`src/rtl/cache_miss_ctrl_pkg.sv`:
```
// Shared sizes, state encoding and address-field helpers for the 2-way cache miss controller.
package cache_miss_ctrl_pkg;

   localparam int unsigned CACHE_WAY     = 2;
   localparam int unsigned RAM_DEPTH_LOG = 8;
   localparam int unsigned OFFSET_LOG    = 2;
   localparam int unsigned ADDR_W        = 32;
   localparam int unsigned DATA_W        = 32;
   localparam int unsigned LINE_WORDS    = 1 << OFFSET_LOG;
   localparam int unsigned LOW_BITS      = OFFSET_LOG + 2;
   localparam int unsigned TAG_W         = ADDR_W - RAM_DEPTH_LOG - LOW_BITS;

   typedef enum logic [2:0] {
      StIdle,
      StLookup,
      StMiss,
      StRefill,
      StDone
   } state_e;

   function automatic logic [RAM_DEPTH_LOG-1:0] addr_index(input logic [ADDR_W-1:0] addr);
      return addr[LOW_BITS +: RAM_DEPTH_LOG];
   endfunction

   function automatic logic [TAG_W-1:0] addr_tag(input logic [ADDR_W-1:0] addr);
      return addr[ADDR_W-1 -: TAG_W];
   endfunction

   function automatic logic [ADDR_W-1:0] line_addr(input logic [ADDR_W-1:0] addr);
      return {addr[ADDR_W-1:LOW_BITS], {LOW_BITS{1'b0}}};
   endfunction

endpackage

```
`src/rtl/cache_miss_ctrl_if.sv`:
```
// Bundles the CPU, LRU-selector, memory and cache-RAM write signals of the miss controller.
interface cache_miss_ctrl_if;
   import cache_miss_ctrl_pkg::*;

   logic                     req_valid;
   logic [ADDR_W-1:0]        req_addr;
   logic                     req_ready;
   logic [CACHE_WAY-1:0]     hit;
   logic                     way_sel;
   logic [RAM_DEPTH_LOG-1:0] lru_addr;
   logic [CACHE_WAY-1:0]     lru_hit;
   logic                     lru_update;
   logic                     mem_rd_req;
   logic [ADDR_W-1:0]        mem_rd_addr;
   logic                     mem_rd_rdy;
   logic                     mem_ret_valid;
   logic                     mem_ret_last;
   logic [DATA_W-1:0]        mem_ret_data;
   logic [CACHE_WAY-1:0]     refill_we;
   logic [RAM_DEPTH_LOG-1:0] refill_index;
   logic [OFFSET_LOG-1:0]    refill_offset;
   logic [DATA_W-1:0]        refill_data;
   logic [CACHE_WAY-1:0]     tag_we;
   logic [TAG_W-1:0]         tag_wdata;
   logic                     resp_valid;
   logic [CACHE_WAY-1:0]     resp_way;

   modport master (
      input  req_valid, req_addr, hit, way_sel, mem_rd_rdy, mem_ret_valid, mem_ret_last,
             mem_ret_data,
      output req_ready, lru_addr, lru_hit, lru_update, mem_rd_req, mem_rd_addr, refill_we,
             refill_index, refill_offset, refill_data, tag_we, tag_wdata, resp_valid, resp_way
   );

   modport slave (
      output req_valid, req_addr, hit, way_sel, mem_rd_rdy, mem_ret_valid, mem_ret_last,
             mem_ret_data,
      input  req_ready, lru_addr, lru_hit, lru_update, mem_rd_req, mem_rd_addr, refill_we,
             refill_index, refill_offset, refill_data, tag_we, tag_wdata, resp_valid, resp_way
   );

endinterface

```
`src/rtl/cache_miss_ctrl.sv`:
```
// Lookup / miss / line-refill controller for a 2-way set-associative cache.
module cache_miss_ctrl
   import cache_miss_ctrl_pkg::*;
(
   input  logic              clk,
   input  logic              rst,
   cache_miss_ctrl_if.master bus
);

   state_e                  state_q, state_d;
   logic [ADDR_W-1:0]       addr_q, addr_d;
   logic [CACHE_WAY-1:0]    victim_q, victim_d;
   logic [OFFSET_LOG-1:0]   cnt_q, cnt_d;

   always_ff @(posedge clk or posedge rst) begin
      if (rst) begin
         state_q  <= StIdle;
         addr_q   <= '0;
         victim_q <= '0;
         cnt_q    <= '0;
      end else begin
         state_q  <= state_d;
         addr_q   <= addr_d;
         victim_q <= victim_d;
         cnt_q    <= cnt_d;
      end
   end

   // addr_q only changes in IDLE, so every address derived from it is stable while busy.
   assign bus.lru_addr      = addr_index(addr_q);
   assign bus.refill_index  = addr_index(addr_q);
   assign bus.mem_rd_addr   = line_addr(addr_q);
   assign bus.tag_wdata     = addr_tag(addr_q);
   assign bus.refill_offset = cnt_q;
   assign bus.refill_data   = bus.mem_ret_data;

   always_comb begin
      state_d        = state_q;
      addr_d         = addr_q;
      victim_d       = victim_q;
      cnt_d          = cnt_q;
      bus.req_ready  = 1'b0;
      bus.lru_hit    = '0;
      bus.lru_update = 1'b0;
      bus.mem_rd_req = 1'b0;
      bus.refill_we  = '0;
      bus.tag_we     = '0;
      bus.resp_valid = 1'b0;
      bus.resp_way   = '0;

      unique case (state_q)
         StIdle: begin
            bus.req_ready = 1'b1;
            if (bus.req_valid) begin
               addr_d  = bus.req_addr;
               state_d = StLookup;
            end
         end
         StLookup: begin
            if (|bus.hit) begin
               // Multi-hit is forwarded untouched; the LRU selector holds on it.
               bus.resp_valid = 1'b1;
               bus.resp_way   = bus.hit;
               bus.lru_hit    = bus.hit;
               bus.lru_update = 1'b1;
               state_d        = StIdle;
            end else begin
               victim_d = bus.way_sel ? 2'b10 : 2'b01;
               state_d  = StMiss;
            end
         end
         StMiss: begin
            bus.mem_rd_req = 1'b1;
            if (bus.mem_rd_rdy) begin
               cnt_d   = '0;
               state_d = StRefill;
            end
         end
         StRefill: begin
            if (bus.mem_ret_valid) begin
               bus.refill_we = victim_q;
               cnt_d         = cnt_q + OFFSET_LOG'(1);
               if (bus.mem_ret_last) state_d = StDone;
            end
         end
         StDone: begin
            // Tag goes valid only once the whole line is in the data RAM.
            bus.tag_we     = victim_q;
            bus.lru_hit    = victim_q;
            bus.lru_update = 1'b1;
            bus.resp_valid = 1'b1;
            bus.resp_way   = victim_q;
            state_d        = StIdle;
         end
         default: state_d = StIdle;
      endcase
   end

endmodule

```
`src/flat_wrapper.sv`:
```
// flat-port wrapper written by rule: the top's interface ports become plain ports
module cache_miss_ctrl_flat import cache_miss_ctrl_pkg::*;
  (clk, rst, bus_req_valid, bus_req_addr, bus_hit, bus_way_sel, bus_mem_rd_rdy, bus_mem_ret_valid, bus_mem_ret_last, bus_mem_ret_data, bus_req_ready, bus_lru_addr, bus_lru_hit, bus_lru_update, bus_mem_rd_req, bus_mem_rd_addr, bus_refill_we, bus_refill_index, bus_refill_offset, bus_refill_data, bus_tag_we, bus_tag_wdata, bus_resp_valid, bus_resp_way);
  cache_miss_ctrl_if bus_i ();
  input  logic clk;
  input  logic rst;
  input wire logic [$bits(bus_i.req_valid)-1:0] bus_req_valid;
  input wire logic [$bits(bus_i.req_addr)-1:0] bus_req_addr;
  input wire logic [$bits(bus_i.hit)-1:0] bus_hit;
  input wire logic [$bits(bus_i.way_sel)-1:0] bus_way_sel;
  input wire logic [$bits(bus_i.mem_rd_rdy)-1:0] bus_mem_rd_rdy;
  input wire logic [$bits(bus_i.mem_ret_valid)-1:0] bus_mem_ret_valid;
  input wire logic [$bits(bus_i.mem_ret_last)-1:0] bus_mem_ret_last;
  input wire logic [$bits(bus_i.mem_ret_data)-1:0] bus_mem_ret_data;
  output wire logic [$bits(bus_i.req_ready)-1:0] bus_req_ready;
  output wire logic [$bits(bus_i.lru_addr)-1:0] bus_lru_addr;
  output wire logic [$bits(bus_i.lru_hit)-1:0] bus_lru_hit;
  output wire logic [$bits(bus_i.lru_update)-1:0] bus_lru_update;
  output wire logic [$bits(bus_i.mem_rd_req)-1:0] bus_mem_rd_req;
  output wire logic [$bits(bus_i.mem_rd_addr)-1:0] bus_mem_rd_addr;
  output wire logic [$bits(bus_i.refill_we)-1:0] bus_refill_we;
  output wire logic [$bits(bus_i.refill_index)-1:0] bus_refill_index;
  output wire logic [$bits(bus_i.refill_offset)-1:0] bus_refill_offset;
  output wire logic [$bits(bus_i.refill_data)-1:0] bus_refill_data;
  output wire logic [$bits(bus_i.tag_we)-1:0] bus_tag_we;
  output wire logic [$bits(bus_i.tag_wdata)-1:0] bus_tag_wdata;
  output wire logic [$bits(bus_i.resp_valid)-1:0] bus_resp_valid;
  output wire logic [$bits(bus_i.resp_way)-1:0] bus_resp_way;
  assign bus_i.req_valid = bus_req_valid;
  assign bus_i.req_addr = bus_req_addr;
  assign bus_i.hit = bus_hit;
  assign bus_i.way_sel = bus_way_sel;
  assign bus_i.mem_rd_rdy = bus_mem_rd_rdy;
  assign bus_i.mem_ret_valid = bus_mem_ret_valid;
  assign bus_i.mem_ret_last = bus_mem_ret_last;
  assign bus_i.mem_ret_data = bus_mem_ret_data;
  assign bus_req_ready = bus_i.req_ready;
  assign bus_lru_addr = bus_i.lru_addr;
  assign bus_lru_hit = bus_i.lru_hit;
  assign bus_lru_update = bus_i.lru_update;
  assign bus_mem_rd_req = bus_i.mem_rd_req;
  assign bus_mem_rd_addr = bus_i.mem_rd_addr;
  assign bus_refill_we = bus_i.refill_we;
  assign bus_refill_index = bus_i.refill_index;
  assign bus_refill_offset = bus_i.refill_offset;
  assign bus_refill_data = bus_i.refill_data;
  assign bus_tag_we = bus_i.tag_we;
  assign bus_tag_wdata = bus_i.tag_wdata;
  assign bus_resp_valid = bus_i.resp_valid;
  assign bus_resp_way = bus_i.resp_way;
  cache_miss_ctrl u_core (.clk(clk), .rst(rst), .bus(bus_i));
endmodule
```
`config.mk`:
```
export PLATFORM = sky130hd
export DESIGN_NAME = cache_miss_ctrl_flat
export DESIGN_NICKNAME = d
export VERILOG_FILES = /design/src/rtl/cache_miss_ctrl_pkg.sv /design/src/rtl/cache_miss_ctrl_if.sv /design/src/rtl/cache_miss_ctrl.sv /design/src/flat_wrapper.sv
export SDC_FILE = /design/constraint.sdc
export NUM_CORES = 1
export LEC_CHECK = 0
export CAP_MARGIN = 10
export CORE_MARGIN = 5
export CORE_UTILIZATION = 29
export CTS_CLUSTER_DIAMETER = 50
export DETAILED_ROUTE_END_ITERATION = 7
export MAX_ROUTING_LAYER = met4
export PLACE_DENSITY = 0.8
export SLEW_MARGIN = 20
export SYNTH_ARGS = -nofsm -noshare
export SYNTH_HDL_FRONTEND = slang
export SYNTH_SLANG_ARGS = --single-unit
```
`constraint.sdc`:
```
create_clock -name clk -period 1.3 [get_ports clk]
set_input_delay 0.13 -clock clk [delete_from_list [all_inputs] [get_ports clk]]
set_output_delay 0.13 -clock clk [all_outputs]
set_load 0.03 [all_outputs]
```
Yosys cells after proc, flatten, opt, wreduce, memory -nomap -nowiden
Index checks and enable logic that the tools add are counted.

word-level totals
  bits in registers = 39
  bits in latches = 0
  bits in writable memories = 0
  bits in read-only memories = 0
  input bits = 73
  output and inout port bits = 114
  word-level logic and storage cells = 40
  memories kept = 0

cells by class
  add/sub/neg operators = 1
  multipliers = 0
  div/mod/pow operators = 0
  order comparisons = 0
  equal/unequal tests = 8
  shift operators = 0
  multiplexer cells = 19
  bitwise gates (word level) = 1
  reduce and logical (&&, ||, !) cells = 7

operators with widths
  operator               number
  $mux W2                8
  $mux W3                4
  $pmux W3 S4            1
  $ne A2 B2 Y1 const B   4
  $pmux W2 S2            2
  $eq A3 B2 Y1 const B   2
  $reduce_and A2 Y1      2
  $reduce_and A4 Y1      1
  $eq A3 B1 Y1 const B   1
  $eq A3 B3 Y1 const B   1
  $logic_not A3 Y1       1
  $mux W1                3
  $reduce_and A3 Y1      1
  $add A2 B1 Y2 const B  1
  $pmux W1 S2            1
  $reduce_bool A2 Y1     1
  $reduce_or A2 Y1       1
  $not A1 Y1             1

Longest topological paths before layout
  depth after elaboration = 3
  gate-level depth with buffers = 6

Worst setup path before layout
OpenSTA, ideal clock, no wires.

  kind = register to register
  start point = register u_core.state_q[1]
  end point = register u_core.addr_q[10]
  setup time = 0.125 ns
  data arrival time = 1.700 ns
  required time = 1.175 ns
  slack = -0.526 ns
  stages on the path, launching flop included = 6
  buffers on the path = 2
  period minus slack after synthesis = 1.826 ns
  path through = dfrtp_1 nor3_2 and2_4 buf_6 buf_12 mux2_4

between the ends
  longest elaborated chain between the ends = 2

RTL lines
  item                                RTL line               text
  from (decl)                         cache_miss_ctrl.sv:10  state_e state_q, state_d;
  from (signal assigned)              cache_miss_ctrl.sv:17  state_q <= StIdle;
  from (signal assigned)              cache_miss_ctrl.sv:22  state_q <= state_d;
  $logic_not A3 Y1                    cache_miss_ctrl.sv:51  unique case (state_q)
  $reduce_and A2 Y1 (no source line)  --
  to (signal assigned)                cache_miss_ctrl.sv:23  addr_q <= addr_d;
  to (decl)                           cache_miss_ctrl.sv:11  logic [ADDR_W-1:0] addr_q, addr_d;

Every way passes these cells.
A chain may end at the register's enable or synchronous reset.

Final worst setup path
  start point = register u_core.state_q[0]
  end point = output port bus_resp_way[0]

between the ends
  longest elaborated chain between the ends = 2
  elaborated cells on any way between the ends = 3
  classes of those cells = 2 x eq/ne; 1 x mux

RTL lines
  item                                                 RTL line               text
  $eq A3 B3 Y1 / $eq A3 B1 Y1 (equally long branches)  cache_miss_ctrl.sv:51
  $pmux W2 S2 *                                        cache_miss_ctrl.sv:51
  to (decl)                                            flat_wrapper.sv:28     output wire logic [$bits(bus_i.resp_way)-1:0] bus_resp_way;

Mark *: on every way between the ends. The rest lies on a longest branch, timed or not.

==> results.cfg <==
[synthesis]
synth_top_area_cell = dfrtp_1
netlist_area_um2 = 2150
syn_inst = 188
netlist-cell-type-count = 31
synth_top_area_share_pct = 40.7
synth-seq-cells = 35
async_flop_share_pct = 100
ys_seq_area_share_pct = 40.7
synth_ff_type = dfrtp_1
yosys_warnings = 0
synth_edf_count = 0
synthTopCellsByArea = dfrtp_1 41%, buf_4 26%, mux2_4 14%
syn_avg_cell_area_um2 = 11.5

[grt]
grt_pass1_wl_mm = 8.02
grt_usage_pct = 11.6
grt_max_degree = 21
grt_pass1_vias = 1569
grt_overflow = 0
antenna_found_initial = 0

[worst_setup_path]
crit_end = bus_resp_way[0]
start_kind = flop
rr_endpoint = u_core.victim_q[1]
r2r-start = u_core.state_q[0]
path_class = reg -> out
crit_required_ns = 1.17
critical_path_arrival_ns = 1.49
crit_fanout = 7
crit_start = u_core.state_q[0]
r2r_cells = 7
rrSetupSlack_ns = -0.23
endpoint_kind = output port

[clock_tree]
cts_tree = yes
cts_buffers = 5
postCtsHoldBufs = 0
numClockSinks = 35
insertion_delay_ns = 0.28
root_buffer = clkbuf_8
clk_pin_slew_ns = 0.07
clock_path_buffers = 2
h-tree-depth = 2

[timing]
rsz0062_at_grt = true
setup_viol = 42
final_max_slew_viol_count = 0
post-route-period-util_pct = 125
fin_crit_ns = 1.62
hold_ws_ns = 0.193
fmax_ghz = 0.616
finalClockSkew_ns = 0.00170
setup_ws_ns = -0.323
hold_viol = 0

[finish]
multi_input_area_um2 = 815
fin_util_pct = 44.9
final.fill_count = 741
fin_nets = 330
final_cell_mix = 65 x dlygate4sd2_1, 36 x clkdlybuf4s50_1, 35 x dfrtp_1
mostFrequentLayoutCell = dlygate4sd2_1
antenna_cells = 0
area.sequential_um2 = 876
area_growth_pct = 51.1
drive_above_1_share_pct = 37.6

[floorplanning]
die_area_um2 = 9250
core.rowCount = 31
dieWidth_um = 96.2
num_io_pins = 187
die_h_um = 96.2
core_um2 = 7250
start_util_pct = 29.7

[route]
wire_per_inst_um = 15.4
ant_nets = 0
drc = 0
vias_per_cell = 4.24
drtIter0Drc = 28
wl_met1_mm = 2.01
wl_mm = 5.51
vias = 1513
first_pass_iters = 2
wl_met2_mm = 2.81
met3_length_um = 608
top_layer = met4

[hold_path]
hp-class = in -> async

[job]
maxCapViolCount = 0

[placed_design]
place_hpwl_mm = 4.04
place_congestion = 0.760
io_buffers = 114

[status]
outcome = finished with violations
violations = setup timing

[power]
total_leakage_power_nw = 1.53
p_per_area_nw_per_um2 = 2870
ir_drop_mv = 0.910
p_total_w = 0.00933
worst max-delay path: stages, from the launching register on:
cell,delay (ns)
dfrtp_1,0.40
buf_6,0.13
and2b_1,0.17
buf_12,0.14
a22oi_2,0.17
nor2_4,0.06
buf_6,0.14
registers in the layout, summed over array words and instances, names as in the netlist:
register and cells:
u_core.state_q 3, u_core.bus.refill_offset 2, u_core.addr_q 28, u_core.victim_q 2
cells by family (layout without fill, tap and decap cells):
| family | after synthesis | after routing | share of synthesized area [%] |
|---|---|---|---|
| buffers and inverters | 82 | 149 | 29.3 |
| DFF | 35 | 35 | 40.7 |
| and+or+nand+nor | 30 | 30 | 8.19 |
| muxes | 29 | 29 | 18.7 |
| AOI/OAI and AO/OA | 11 | 11 | 2.96 |
| other | 1 | 4 | 0.174 |
power breakdown:
group / internal [W] / switching (W) / total, W
registers: 0.00164 / 0.000496 / 0.00213
clock network: 0.000366 / 0.000385 / 0.000752
logic: 0.00271 / 0.00373 / 0.00644
total: 0.00471 / 0.00462 / 0.00933
timing repair:
item	CTS	global route
hold endpoints to repair	0	0
resized for setup	106	20
endpoints found under the setup margin	106	47
pin swaps	7	8
buffers inserted	11	5
cloned	2	0
per-layer routing:
layer,vias up,track usage [%]
met5,-,-
li1,674,-
met1,735,12.5
met4,0,4.15
met3,14,3.52
met2,90,20.1
cells in the mapped netlist (2+ instances only):
master and number:
a21oi_1 4, a22oi_1 2, and4_1 3, buf_12 2
buf_2 2, buf_4 75, dfrtp_1 35, mux2_2 8
mux2_4 20, nand2_1 6, nand3_1 2, nor2_1 7
nor2b_1 2, o21ai_0 3
cell type report:
type / instances / share of cell area, %
timing repair buffer: 140 / 41.5
sequential: 35 / 26.9
multi-input combinational: 74 / 25.0
tap: 99 / 3.81
clock buffer: 5 / 2.12
clock inverter: 3 / 0.462
inverter: 1 / 0.115
metrics by stage:
step | setup WS, ns | area, µm² | cells | setup TNS, ns
final | -0.323 | 3250 | 357 | -8.86
after detailed placement | -0.161 | 2970 | 337 | -4.42
after global placement | -0.144 | 2970 | 337 | -4.03
after global routing | -0.398 | 3250 | 357 | -12.17
after floorplan | -0.364 | 2260 | 191 | -10.01
after CTS | -0.395 | 3240 | 358 | -10.48
worst min path at each step:
stage                             endpoint  slack, ns                 start
6_report       u_core.bus.refill_offset[1]       0.19                   rst
5_1_grt                  u_core.addr_q[21]       0.22                   rst
4_1_cts                 u_core.victim_q[1]       0.20                   rst
3_5_place_dp           bus_refill_data[15]       0.26  bus_mem_ret_data[15]
3_3_place_gp           bus_refill_data[15]       0.26  bus_mem_ret_data[15]
2_1_floorplan           u_core.victim_q[0]       0.23           bus_way_sel
No activity file was read; power rests on OpenSTA's default activity.
